--- config.mk ---
export PLATFORM = sky130hd
export DESIGN_NAME = axi_lite_arbiter
export DESIGN_NICKNAME = d
export VERILOG_FILES = /design/src/rtl/axi_lite_arbiter.sv
export SDC_FILE = /design/constraint.sdc
export NUM_CORES = 1
export LEC_CHECK = 0
export BUFFER_PORTS_ARGS = -buffer_cell sky130_fd_sc_hd__buf_4
export CELL_PAD_IN_SITES_DETAIL_PLACEMENT = 0
export CELL_PAD_IN_SITES_GLOBAL_PLACEMENT = 1
export CORE_AREA = 2 2 323 325
export CTS_BUF_LIST = sky130_fd_sc_hd__clkbuf_4 sky130_fd_sc_hd__clkbuf_8
export CTS_CLUSTER_SIZE = 8
export DETAILED_ROUTE_END_ITERATION = 7
export DIE_AREA = 0 0 325 327
export GPL_ROUTABILITY_DRIVEN = 0
export PLACE_DENSITY_LB_ADDON = 0.15
export SLEW_MARGIN = 5
export SYNTH_ARGS = -nofsm -noshare
export SYNTH_HDL_FRONTEND = slang
export SYNTH_SLANG_ARGS = --single-unit
--- constraint.sdc ---
create_clock -name clk -period 1.9 [get_ports clk]
set_input_delay 0.38 -clock clk [delete_from_list [all_inputs] [get_ports clk]]
set_output_delay 0.38 -clock clk [all_outputs]
set_load 0.1 [all_outputs]
--- src/rtl/axi_lite_arbiter.sv ---
// Two-master AXI-lite arbiter: m0 (instruction fetch) and m1 (load/store) share one slave.
// Whole transactions are granted round-robin, so the slave only ever sees one master at a time.
module axi_lite_arbiter #(
    parameter int ADDR_W = 32,
    parameter int DATA_W = 64,
    parameter int STRB_W = 8,
    parameter int RESP_W = 32
) (
    input  logic              clk,
    input  logic              rst,
    // master 0 (IFU)
    input  logic [ADDR_W-1:0] m0_araddr_i,
    input  logic              m0_arvalid_i,
    output logic              m0_arready_o,
    output logic [DATA_W-1:0] m0_rdata_o,
    output logic [RESP_W-1:0] m0_rresp_o,
    output logic              m0_rvalid_o,
    input  logic              m0_rready_i,
    input  logic [ADDR_W-1:0] m0_awaddr_i,
    input  logic              m0_awvalid_i,
    output logic              m0_awready_o,
    input  logic [DATA_W-1:0] m0_wdata_i,
    input  logic [STRB_W-1:0] m0_wstrb_i,
    input  logic              m0_wvalid_i,
    output logic              m0_wready_o,
    output logic [RESP_W-1:0] m0_bresp_o,
    output logic              m0_bvalid_o,
    input  logic              m0_bready_i,
    // master 1 (LSU)
    input  logic [ADDR_W-1:0] m1_araddr_i,
    input  logic              m1_arvalid_i,
    output logic              m1_arready_o,
    output logic [DATA_W-1:0] m1_rdata_o,
    output logic [RESP_W-1:0] m1_rresp_o,
    output logic              m1_rvalid_o,
    input  logic              m1_rready_i,
    input  logic [ADDR_W-1:0] m1_awaddr_i,
    input  logic              m1_awvalid_i,
    output logic              m1_awready_o,
    input  logic [DATA_W-1:0] m1_wdata_i,
    input  logic [STRB_W-1:0] m1_wstrb_i,
    input  logic              m1_wvalid_i,
    output logic              m1_wready_o,
    output logic [RESP_W-1:0] m1_bresp_o,
    output logic              m1_bvalid_o,
    input  logic              m1_bready_i,
    // shared slave
    output logic [ADDR_W-1:0] s_araddr_o,
    output logic              s_arvalid_o,
    input  logic              s_arready_i,
    input  logic [DATA_W-1:0] s_rdata_i,
    input  logic [RESP_W-1:0] s_rresp_i,
    input  logic              s_rvalid_i,
    output logic              s_rready_o,
    output logic [ADDR_W-1:0] s_awaddr_o,
    output logic              s_awvalid_o,
    input  logic              s_awready_i,
    output logic [DATA_W-1:0] s_wdata_o,
    output logic [STRB_W-1:0] s_wstrb_o,
    output logic              s_wvalid_o,
    input  logic              s_wready_i,
    input  logic [RESP_W-1:0] s_bresp_i,
    input  logic              s_bvalid_i,
    output logic              s_bready_o
);

    typedef enum logic [2:0] {IDLE, RD_ADDR, RD_DATA, WR, WR_RESP} state_t;

    state_t state, state_nxt;
    logic   owner, owner_nxt;
    logic   last_grant, last_grant_nxt;
    logic   aw_done, aw_done_nxt;
    logic   w_done, w_done_nxt;
    logic   grant;

    logic [1:0] rd_req, wr_req, req;
    assign rd_req = {m1_arvalid_i, m0_arvalid_i};
    assign wr_req = {m1_awvalid_i | m1_wvalid_i, m0_awvalid_i | m0_wvalid_i};
    assign req    = rd_req | wr_req;

    // Owner's request side, selected purely by the registered owner.
    logic [ADDR_W-1:0] sel_araddr, sel_awaddr;
    logic [DATA_W-1:0] sel_wdata;
    logic [STRB_W-1:0] sel_wstrb;
    logic              sel_arvalid, sel_rready, sel_awvalid, sel_wvalid, sel_bready;

    assign sel_araddr  = owner ? m1_araddr_i  : m0_araddr_i;
    assign sel_arvalid = owner ? m1_arvalid_i : m0_arvalid_i;
    assign sel_rready  = owner ? m1_rready_i  : m0_rready_i;
    assign sel_awaddr  = owner ? m1_awaddr_i  : m0_awaddr_i;
    assign sel_awvalid = owner ? m1_awvalid_i : m0_awvalid_i;
    assign sel_wdata   = owner ? m1_wdata_i   : m0_wdata_i;
    assign sel_wstrb   = owner ? m1_wstrb_i   : m0_wstrb_i;
    assign sel_wvalid  = owner ? m1_wvalid_i  : m0_wvalid_i;
    assign sel_bready  = owner ? m1_bready_i  : m0_bready_i;

    logic in_rd_addr, in_rd_data, in_wr, in_wr_resp;
    assign in_rd_addr = (state == RD_ADDR);
    assign in_rd_data = (state == RD_DATA);
    assign in_wr      = (state == WR);
    assign in_wr_resp = (state == WR_RESP);

    // Slave side: every valid/ready is qualified by state, so nothing leaks through in IDLE.
    assign s_arvalid_o = in_rd_addr & sel_arvalid;
    assign s_araddr_o  = in_rd_addr ? sel_araddr : '0;
    assign s_rready_o  = in_rd_data & sel_rready;
    assign s_awvalid_o = in_wr & ~aw_done & sel_awvalid;
    assign s_awaddr_o  = in_wr ? sel_awaddr : '0;
    assign s_wvalid_o  = in_wr & ~w_done & sel_wvalid;
    assign s_wdata_o   = in_wr ? sel_wdata : '0;
    assign s_wstrb_o   = in_wr ? sel_wstrb : '0;
    assign s_bready_o  = in_wr_resp & sel_bready;

    logic              own_arready, own_rvalid, own_awready, own_wready, own_bvalid;
    logic [DATA_W-1:0] own_rdata;
    logic [RESP_W-1:0] own_rresp, own_bresp;

    assign own_arready = in_rd_addr & s_arready_i;
    assign own_rvalid  = in_rd_data & s_rvalid_i;
    assign own_rdata   = in_rd_data ? s_rdata_i : '0;
    assign own_rresp   = in_rd_data ? s_rresp_i : '0;
    assign own_awready = in_wr & ~aw_done & s_awready_i;
    assign own_wready  = in_wr & ~w_done & s_wready_i;
    assign own_bvalid  = in_wr_resp & s_bvalid_i;
    assign own_bresp   = in_wr_resp ? s_bresp_i : '0;

    assign m0_arready_o = ~owner & own_arready;
    assign m0_rvalid_o  = ~owner & own_rvalid;
    assign m0_rdata_o   = owner ? '0 : own_rdata;
    assign m0_rresp_o   = owner ? '0 : own_rresp;
    assign m0_awready_o = ~owner & own_awready;
    assign m0_wready_o  = ~owner & own_wready;
    assign m0_bvalid_o  = ~owner & own_bvalid;
    assign m0_bresp_o   = owner ? '0 : own_bresp;

    assign m1_arready_o = owner & own_arready;
    assign m1_rvalid_o  = owner & own_rvalid;
    assign m1_rdata_o   = owner ? own_rdata : '0;
    assign m1_rresp_o   = owner ? own_rresp : '0;
    assign m1_awready_o = owner & own_awready;
    assign m1_wready_o  = owner & own_wready;
    assign m1_bvalid_o  = owner & own_bvalid;
    assign m1_bresp_o   = owner ? own_bresp : '0;

    logic ar_hs, r_hs, aw_hs, w_hs, b_hs;
    assign ar_hs = s_arvalid_o & s_arready_i;
    assign r_hs  = s_rvalid_i & s_rready_o;
    assign aw_hs = s_awvalid_o & s_awready_i;
    assign w_hs  = s_wvalid_o & s_wready_i;
    assign b_hs  = s_bvalid_i & s_bready_o;

    // NOTE: every variable driven here gets a default first, so no path can infer a latch.
    always_comb begin
        state_nxt      = state;
        owner_nxt      = owner;
        last_grant_nxt = last_grant;
        aw_done_nxt    = aw_done;
        w_done_nxt     = w_done;
        grant          = 1'b0;
        unique case (state)
            IDLE: begin
                if (|req) begin
                    grant          = (&req) ? ~last_grant : req[1];
                    owner_nxt      = grant;
                    last_grant_nxt = grant;
                    // A master presenting both a read and a write is served the read first.
                    state_nxt      = rd_req[grant] ? RD_ADDR : WR;
                end
            end
            RD_ADDR: if (ar_hs) state_nxt = RD_DATA;
            RD_DATA: if (r_hs)  state_nxt = IDLE;
            WR: begin
                aw_done_nxt = aw_done | aw_hs;
                w_done_nxt  = w_done | w_hs;
                if (aw_done_nxt && w_done_nxt) state_nxt = WR_RESP;
            end
            WR_RESP: begin
                if (b_hs) begin
                    state_nxt   = IDLE;
                    aw_done_nxt = 1'b0;
                    w_done_nxt  = 1'b0;
                end
            end
            default: state_nxt = IDLE;
        endcase
    end

    // NOTE: state registers use non-blocking assignments so every flop samples pre-edge values.
    always_ff @(posedge clk) begin
        if (rst) begin
            state      <= IDLE;
            owner      <= 1'b0;
            last_grant <= 1'b0;
            aw_done    <= 1'b0;
            w_done     <= 1'b0;
        end else begin
            state      <= state_nxt;
            owner      <= owner_nxt;
            last_grant <= last_grant_nxt;
            aw_done    <= aw_done_nxt;
            w_done     <= w_done_nxt;
        end
    end

endmodule

Word-level counts from Yosys, hierarchy flattened
Index checks and enable logic that the tools add are counted.
- input port bits: 417
- word-level logic and storage cells: 92
- output and inout bits: 407
- register bits after elaboration: 6
- reductions and logical operators: 8
- $lt $le $gt $ge: 1
- bitwise logic cells: 35
- muxes and demuxes: 35
- eq/ne operators: 9
- operators with widths (operator ; count):
    32-bit two-way mux ; 10
    64-bit two-way mux ; 5
    1-bit AND ; 27
    8-bit two-way mux ; 2
    3-bit two-way mux ; 5
    3-bit one-hot mux with 5 select lines ; 1
    1-bit two-way mux ; 9
    2-bit by 1-bit inequality test with 1-bit output, second input constant ; 4
    3-bit by 2-bit equality test with 1-bit output, second input constant ; 2
    2-bit AND reduction ; 3
    5-bit AND reduction ; 1
    1-bit OR ; 4
    1-bit one-hot mux with 2 select lines ; 2
    3-bit by 1-bit equality test with 1-bit output, second input constant ; 1
    3-bit equality test, second input constant ; 1
    3-bit zero test ; 1
    1-bit NOT ; 3
    1-bit by 2-bit < comparator with 1-bit output, second input constant ; 1
    2-bit two-way mux ; 1
    2-bit inequality test, second input constant ; 1
    2-bit OR ; 1
    2-bit nonzero test ; 1
    2-bit OR reduction ; 1
    1-bit logical AND ; 1

Logic depth before layout (Yosys ltp)
Gate-level depths: netlist of run 1.
- depth in word-level cells: 9
- depth in mapped cells: 6
- depth with buffers taken out: 4

Least setup slack after synthesis of run 1
No wires, ideal clock.
- kind: register -> output
- from: register state[0]
- to: output port m0_awready_o
- slack: -2541 ps
- arrival time: 4061 ps
- stages on the path, launching flop included: 6
- required time: 1520 ps
- buffers on the path: 3
- cell sequence: dfxtp_1 -> buf_2 -> nand3b_1 -> buf_2 -> buf_2 -> nor4b_1
- longest elaborated chain between the ends: 4
- ends and longest elaborated chain (element ; RTL line ; RTL):
    start: declaration ; 69 ; state_t state, state_nxt;
    start signal: assignment ; 197 ; state <= state_nxt;
    3-bit by 2-bit equality test with 1-bit output ; 100 ; assign in_wr = (state == WR);
    1-bit AND (2 in a row) ; 122 ; assign own_awready = in_wr & ~aw_done & s_awready_i;
    1-bit AND ; 131 ; assign m0_awready_o = ~owner & own_awready;
    end: declaration ; 21 ; output logic m0_awready_o,
Every way passes these cells.

==> results of run 1 <==
cell families after synthesis:
group | after synthesis | synth area share
compound gates | 19 | 0.0337
buf+inv | 71 | 0.0729
flops | 6 | 0.0274
mux | 141 | 0.326
simple gates | 433 | 0.540
repair_timing:
| item | in CTS | in global routing |
|---|---|---|
| pin swaps | 27 | 9 |
| buffers inserted | 7 | 4 |
| gates cloned | 6 | 8 |
| hold buffers | 0 | 0 |
| endpoints found under the setup margin | 407 | 408 |
| gates resized for setup | 400 | 425 |
layout by cell type, fill, tap and decap left out, types with 3 or more instances in the layout:
master     synthesis  final
a21oi_1            3      3
and2_2             0    124
and2_4             0    103
and3_2             0     26
and3_4             0      9
buf_12             0    236
buf_16             0     10
buf_4              2    631
buf_6              1     28
buf_8              0     51
bufbuf_16          0      3
clkbuf_16          0      7
clkbuf_8           0      3
diode_2            0      5
mux2_4             3      3
mux2i_1          137    100
mux2i_2            0     21
mux2i_4            0     16
nand2_1            5      3
nor2_1           144     32
nor2_2             0     17
nor2_4             0     95
power breakdown:
part           internal, mW  leakage [nW]  total [mW]  switching, mW
Sequential            0.144        0.0511       0.173         0.0281
Clock                 0.160        0.0262       0.228         0.0682
Combinational          3.75          7.96        10.1           6.35
Total                  4.05          8.04        10.5           6.45
per-stage QoR:
step                      instances  setup TNS [ns]   util
after floorplan                 670          -50.88      -
after global placement         2923          -10.40  0.142
after detailed placement       2923          -10.11  0.142
after CTS                      2940          -82.04  0.161
after global routing           2953          -95.20  0.180
final                          2957          -58.14  0.180
sequential cells by signal, summed over array words and instances (netlist names):
name / cells
last_grant: 1
w_done: 1
aw_done: 1
state: 3
worst max-delay path by stage:
stage,from,end,slack (ns),depth (start not counted)
final,last_grant,s_wdata_o[10],-0.23,5
after global routing,last_grant,s_wdata_o[10],-0.31,5
after CTS,last_grant,s_wdata_o[34],-0.28,6
after detailed placement,last_grant,s_wdata_o[31],-0.21,6
after global placement,last_grant,s_wdata_o[31],-0.16,6
after floorplan,last_grant,s_awaddr_o[13],-0.76,6
cell type report:
cell class / count / area (um2)
tap: 1380 / 1730
timing repair buffer: 966 / 11100
fill: 11459 / 84300
inverter: 3 / 13.8
sequential: 6 / 130
multi-input combinational: 593 / 5550
antenna: 5 / 12.5
clock buffer: 4 / 48.8
worst max-delay path: stages (launching register included):
cell       delay [ns]
dfxtp_4          0.37
buf_12           0.19
bufbuf_16        0.34
mux2i_1          0.32
nor2_4           0.04
buf_4            0.23
layer usage:
| metal | part of all wire | track usage |
|---|---|---|
| met5 | 0.00088 | 0 |
| met4 | 0.011 | 0.0115 |
| met3 | 0.073 | 0.0313 |
| met2 | 0.54 | 0.178 |
| met1 | 0.37 | 0.0992 |
==> metrics.cfg, run 1 <==
[synthesis]
synth_area_mm2 = 0.00438
ys_ff_latch = 6
synth_fp_nets = 1087
synth_top_cell_by_area = and2_1
synth.top_cell.area_share = 0.324
yosys_warnings = 0
ys_seq_area_frac = 0.0274
synth_cells = 670
synth-main-ff-cell = dfxtp_1
synth_cell_types = 44
ys_top_cells_by_area = and2_1, mux2i_1, nor2_1, and3_1, buf_2
synthTopCellsByCount = and2_1, nor2_1, mux2i_1
synth_edf_count = 0
async_reset_ff_frac = 0
avgSynthCellArea_um2 = 6.53
yosysMostFrequentCell = and2_1

[placement]
port-buffer-count = 823
place_area_mm2 = 0.0146
place_hpwl_um = 46000
dp_slack_ns = -0.208

[floorplan]
die-area_mm2 = 0.106
rows = 118
start_util = 0.0425
coreArea_mm2 = 0.103
die_y_um = 327
ios = 824
die_w_um = 325

[route]
drt.antenna.violating_nets = 0
vias_per_cell = 2.83
vias = 8379
first_pass_iters = 4
drt_iter0_markers = 138
drc = 0
routed_wl_um = 54300
drt-wirelength-per-cell_um = 18.3

[status]
violations = negative setup slack
status = finished with violations

[cells_and_area]
final_area_mm2 = 0.0186
final_layout_size_suffix_gt1_frac = 0.894
areaGrowthSynthToFinish_pct = 324
fin_nets = 1990

[clocking]
h-tree-depth = 1
clk_latency_ns = 0.23
cts_tree = yes
numCtsBuffers = 3
clk_pin_slew_ns = 0.04
cts_buffer_depth = 2
root_buffer = clkbuf_8
numClockSinks = 6

[global_routing]
grt_pass1_vias = 8925
antenna_found_initial = 8
grt_use_total = 0.0925
grt_max_degree = 37
grt_pass1_wl_um = 70700
overflow = 0

[timing]
grt_setup_unrepaired = yes
min_period_ns = 2.13
timing.final.ws_setup_ns = -0.234
hold_viol_final = 0
finClkSkew_ns = 0.00179
slew_viol_final = 0
setup_viol_count_final = 406
max_slew_margin = 0.739
worst_pin_slew_ns = 0.388
whs_ns = 0.388
timing.fmax_mhz = 469
finalCritPeriodShare = 1.12

[power_and_ir_drop]
p_leak_nw = 8.04
p_per_area_mw_per_mm2 = 565
report.power.total_mw = 10.5
peakVddDrop_uv = 273

[min_path]
hold_path_end = state[0]
hold_start = rst
hp-class = primary input to register
holdPathStages = 2

[critical_path]
r2r_cells = 6
rr_endpoint = state[1]
cp-start-kind = register
reg2reg_slack_ns = 0.01
r2r-start = last_grant
cp.required_ns = 1.52
critPathCaptureType = output port
cp_max_fo = 12
worstPathArrival_ns = 1.75
criticalPathCategory = register to output port

[run]
cap_violations = 0

(Power assumes the default switching activity.)
==> run 2, diff against run 1 <==
Settings changed: MAX_ROUTING_LAYER from default to met4.
==> metrics.cfg, run 2 (same netlist as run 1, synthesis figures left out) <==
[power_and_ir_drop]
p_per_area_mw_per_mm2 = 553
peakVddDrop_uv = 222
combPwrFrac = 0.963
internal_power_mw = 4.24
pwr-share-clk = 0.021
p_sw_mw = 6.55
swShare = 0.607
p_leak_nw = 8.22
pwr-share-seq = 0.016

[floorplan]
die_w_um = 325
die-area_mm2 = 0.106
start_util = 0.0425
coreArea_mm2 = 0.103
rows = 118
die_y_um = 327
ios = 824

[timing]
max_slew_margin = 0.744
hold_viol_final = 0
min_period_ns = 2.12
grt_setup_unrepaired = yes
worst_pin_slew_ns = 0.382
timing.fmax_mhz = 471
slew_viol_final = 0
finClkSkew_ns = 0.00255
timing.final.ws_setup_ns = -0.222
finalCritPeriodShare = 1.12
setup_viol_count_final = 406

[route]
vias = 8501
vias_per_cell = 2.87
first_pass_iters = 4
drc = 0
drt.antenna.violating_nets = 0
drt-wirelength-per-cell_um = 18.5
drt_iter0_markers = 176
routed_wl_um = 55000

[clocking]
h-tree-depth = 1
cts_hold_buf = 0
numClockSinks = 6
clk_pin_slew_ns = 0.04
cts_tree = yes
numCtsBuffers = 3
clk_latency_ns = 0.23
root_buffer = clkbuf_8
cts_buffer_depth = 2

[cells_and_area]
regArea_um2 = 130
fill_cells = 11349
regMostFlops = state
final_common_cell = buf_4
areaGrowthSynthToFinish_pct = 346
largest_reg_flops = 3
multi_input_area_mm2 = 0.00580
final_layout_size_suffix_gt1_frac = 0.907
mostFrequentLayoutCells = buf_4, buf_12, and2_2
fin_nets = 1995
final_cell_count_no_fill = 2966

[min_path]
holdPathStages = 2
hold_start = rst
hp-class = primary input to register
hold_path_end = state[0]

[critical_path]
rr_endpoint = state[1]
crit_chain = buf_4, nor3b_4, and2b_4, clkbuf_16, and2_4, buf_12
cp-start-kind = register
reg2reg_slack_ns = 0
cpPeakStageDelay_ns = 0.35
r2r-start = last_grant
cp_max_fo = 16
critPathCaptureType = output port
crit_slowest_cell = dfxtp_2
r2r_cells = 6
cp.required_ns = 1.52
worstPathArrival_ns = 1.74
criticalPathCategory = register to output port

[global_routing]
antenna_found_initial = 9
grt_pass1_vias = 8961
grt_max_degree = 37
grt_use_total = 0.0953
grt_pass1_wl_um = 70500
overflow = 0

[placement]
dp_slack_ns = -0.208
place_hpwl_um = 46000
place_inst = 2923
port-buffer-count = 823

[status]
status = finished with violations
violations = negative setup slack

[run]
cap_violations = 0

-- run 2: cell count changes in the layout (fill, tap and decap cells not counted), moves of 5 or more --
| cell | change |
|---|---|
| buf_8 | -5 |
| mux2i_4 | +12 |
| buf_12 | +50 |
| mux2i_1 | -15 |
| buf_6 | +7 |
| buf_4 | -50 |
| and3_2 | -15 |
| nor2_1 | -5 |
| and3_4 | +15 |
-- run 2: worst max path at each step --
stage / start / end / slack (ns)
floorplan: last_grant / s_awaddr_o[13] / -0.76
global placement: last_grant / s_wdata_o[31] / -0.16
detailed placement: last_grant / s_wdata_o[31] / -0.21
CTS: last_grant / s_wdata_o[34] / -0.28
global route: state[0] / m0_rdata_o[5] / -0.30
finish: state[0] / m0_bresp_o[8] / -0.22
-- run 2: worst max-delay path: cells and delay by family, from the launching register on --
| kind | cells | cell delay (ns) |
|---|---|---|
| simple gates | 3 | 0.66 |
| buf+inv | 3 | 0.50 |
| flops | 1 | 0.35 |
-- run 2: layer usage --
layer	vias up	global-route usage	share of wire
met2	454	0.178	0.54
met5	-	-	0
met4	0	0.0115	0.011
li1	4036	-	-
met3	22	0.0282	0.072
met1	3989	0.101	0.38
-- run 2: cell type report --
cell class,instances,area share
Timing Repair Buffer,971,0.604
Multi-Input combinational cell,593,0.297
Tap cell,1380,0.0884
Sequential cell,6,0.00666
Clock buffer,4,0.00250
Antenna cell,9,0.00115
Inverter,3,0.000705
-- run 2: through the flow --
| stage | instance area (um2) | hold slack [ns] | util | TNS [ns] | total power, mW |
|---|---|---|---|---|---|
| 2_1_floorplan | 5660 | 0.442 | - | -50.88 | 6.12 |
| 4_1_cts | 16600 | 0.392 | 0.161 | -82.04 | 9.89 |
| 3_3_place_gp | 14600 | 0.587 | 0.142 | -10.40 | 8.93 |
| 3_5_place_dp | 14600 | 0.592 | 0.142 | -10.11 | 8.94 |
| 6_report | 19500 | 0.387 | 0.190 | -58.60 | 10.8 |
| 5_1_grt | 19500 | 0.386 | 0.190 | -93.74 | 11.2 |
-- run 2: power by group through the flow --
stage / combinational, mW / sequential (mW) / clock (mW)
floorplan: 5.97 / 0.156 / 0
global placement: 8.75 / 0.173 / 0
detailed placement: 8.76 / 0.172 / 0
CTS: 9.48 / 0.173 / 0.235
global route: 10.8 / 0.176 / 0.248
finish: 10.4 / 0.173 / 0.230
-- run 2: what timing repair did --
| action | 4_1_cts | 5_1_grt |
|---|---|---|
| setup endpoints to repair | 407 | 408 |
| pin swaps | 27 | 12 |
| gates cloned | 6 | 11 |
| resized for setup | 400 | 620 |
| setup buffers | 7 | 6 |
==> run 3, diff against run 2 <==
Settings changed: REMOVE_ABC_BUFFERS from default to 1.
==> metrics.cfg, run 3 (same netlist as run 1, synthesis figures left out) <==
[cells_and_area]
fin_util = 0.215
regMostFlops = state
areaGrowthSynthToFinish_pct = 406
largest_reg_flops = 3
final_common_cell = buf_4
fill_cells = 11208
fin_nets = 2007
final_layout_size_suffix_gt1_frac = 0.915
mostFrequentLayoutCells = buf_4, buf_12, and2_4

[critical_path]
crit_slowest_cell = dfxtp_4
reg2reg_slack_ns = -0.06
r2r_cells = 8
cp_max_fo = 9
crit_chain = buf_6, nand3b_1, buf_12, buf_12, clkbuf_16, buf_4, nor2_4, buf_12
cp-start-kind = register
critPathCaptureType = output port
crit_top_cell = buf_12
r2r-start = last_grant
cp.required_ns = 1.52
cpPeakStageDelay_ns = 0.35
criticalPathCategory = register to output port
rr_endpoint = state[0]
worstPathArrival_ns = 1.85

[timing]
finClkSkew_ns = 0.00396
max_slew_margin = 0.747
timing.fmax_mhz = 447
setup_viol_count_final = 407
timing.final.ws_setup_ns = -0.335
slew_viol_final = 0
whs_ns = 0.394
hold_viol_final = 0
finalCritPeriodShare = 1.18
worst_pin_slew_ns = 0.380
min_period_ns = 2.23
setup_tns_ns = -91.35
grt_setup_unrepaired = yes

[route]
vias_per_cell = 2.93
drc = 0
first_pass_iters = 4
drt_iter0_markers = 165
drt.antenna.violating_nets = 0
routed_wl_um = 61700
vias = 8737
drt-wirelength-per-cell_um = 20.7

[global_routing]
grt_use_total = 0.100
antenna_found_initial = 22
grt_pass1_wl_um = 72800
overflow = 0
grt_pass1_vias = 8840
grt_max_degree = 43

[power_and_ir_drop]
peakVddDrop_uv = 280
p_per_area_mw_per_mm2 = 566
p_leak_nw = 8.83

[floorplan]
rows = 118
start_util = 0.0425
ios = 824
die_w_um = 325
die_y_um = 327
die-area_mm2 = 0.106
coreArea_mm2 = 0.103

[placement]
place_hpwl_um = 48900
dp_slack_ns = -0.331
port-buffer-count = 823

[clocking]
numClockSinks = 6
h-tree-depth = 1
clk_pin_slew_ns = 0.04
numCtsBuffers = 3
clk_latency_ns = 0.23
root_buffer = clkbuf_8
cts_tree = yes
cts_buffer_depth = 2

[min_path]
hp-class = primary input to register
hold_path_end = state[1]
holdPathStages = 2
hold_start = rst

[run]
cap_violations = 0

[status]
violations = negative setup slack
status = finished with violations

==> run 3: cell types whose count changed in the layout (fill, tap and decap cells not counted), sizes merged <==
cell / change
diode: +3
clkbuf: +8
buf: +4
==> run 3: how the worst max path moves through the flow <==
stage,slack (ns),endpoint,start,depth (start not counted)
floorplan,-8.29,m0_rdata_o[0],last_grant,2
global placement,-0.35,m0_rresp_o[2],state[0],7
detailed placement,-0.33,s_araddr_o[21],state[1],4
CTS,-0.34,m0_rresp_o[15],state[0],8
global route,-0.40,m1_rdata_o[44],state[0],8
finish,-0.33,s_awaddr_o[24],state[2],8
==> run 3: layer usage <==
layer	global-route usage	wire, um
met4	0.0249	1170
met5	-	0
met2	0.192	35500
met3	0.0211	3380
met1	0.103	21600
==> run 3: final cells by class <==
class	instances	area, um2	area share
Timing Repair Buffer	983	13700	0.619
Multi-Input combinational cell	593	6490	0.293
Tap cell	1380	1730	0.0780
Sequential cell	6	133	0.00599
Clock buffer	4	48.8	0.00220
Antenna cell	12	30.0	0.00136
Inverter	3	11.3	0.000509
==> run 3: through the flow <==
step / cell area [um2] / power (mW) / cells
2_1_floorplan: 4070 / 5.67 / 602
3_3_place_gp: 12700 / 7.97 / 2872
3_5_place_dp: 12700 / 7.95 / 2872
4_1_cts: 15800 / 9.70 / 2905
5_1_grt: 22100 / 13.0 / 2981
6_report: 22100 / 12.5 / 2981
==> run 3: timing repair <==
action / CTS / global route
hold buffers: 0 / 0
resized for setup: 645 / 1289
gates cloned: 10 / 27
endpoints found under the setup margin: 409 / 409
pin swaps: 55 / 130
buffers inserted: 19 / 43
==> run 3: report_power, final <==
group,internal (mW),switching [mW]
Combinational,5.25,6.90
Sequential,0.143,0.0190
Clock,0.160,0.0704
Total,5.55,6.99
==> run 3: critical path: cells and delay by family (launching register included) <==
| kind | cells | cell delay (ns) |
|---|---|---|
| DFF | 1 | 0.35 |
| buffers and inverters | 6 | 0.98 |
| and+or+nand+nor | 2 | 0.30 |
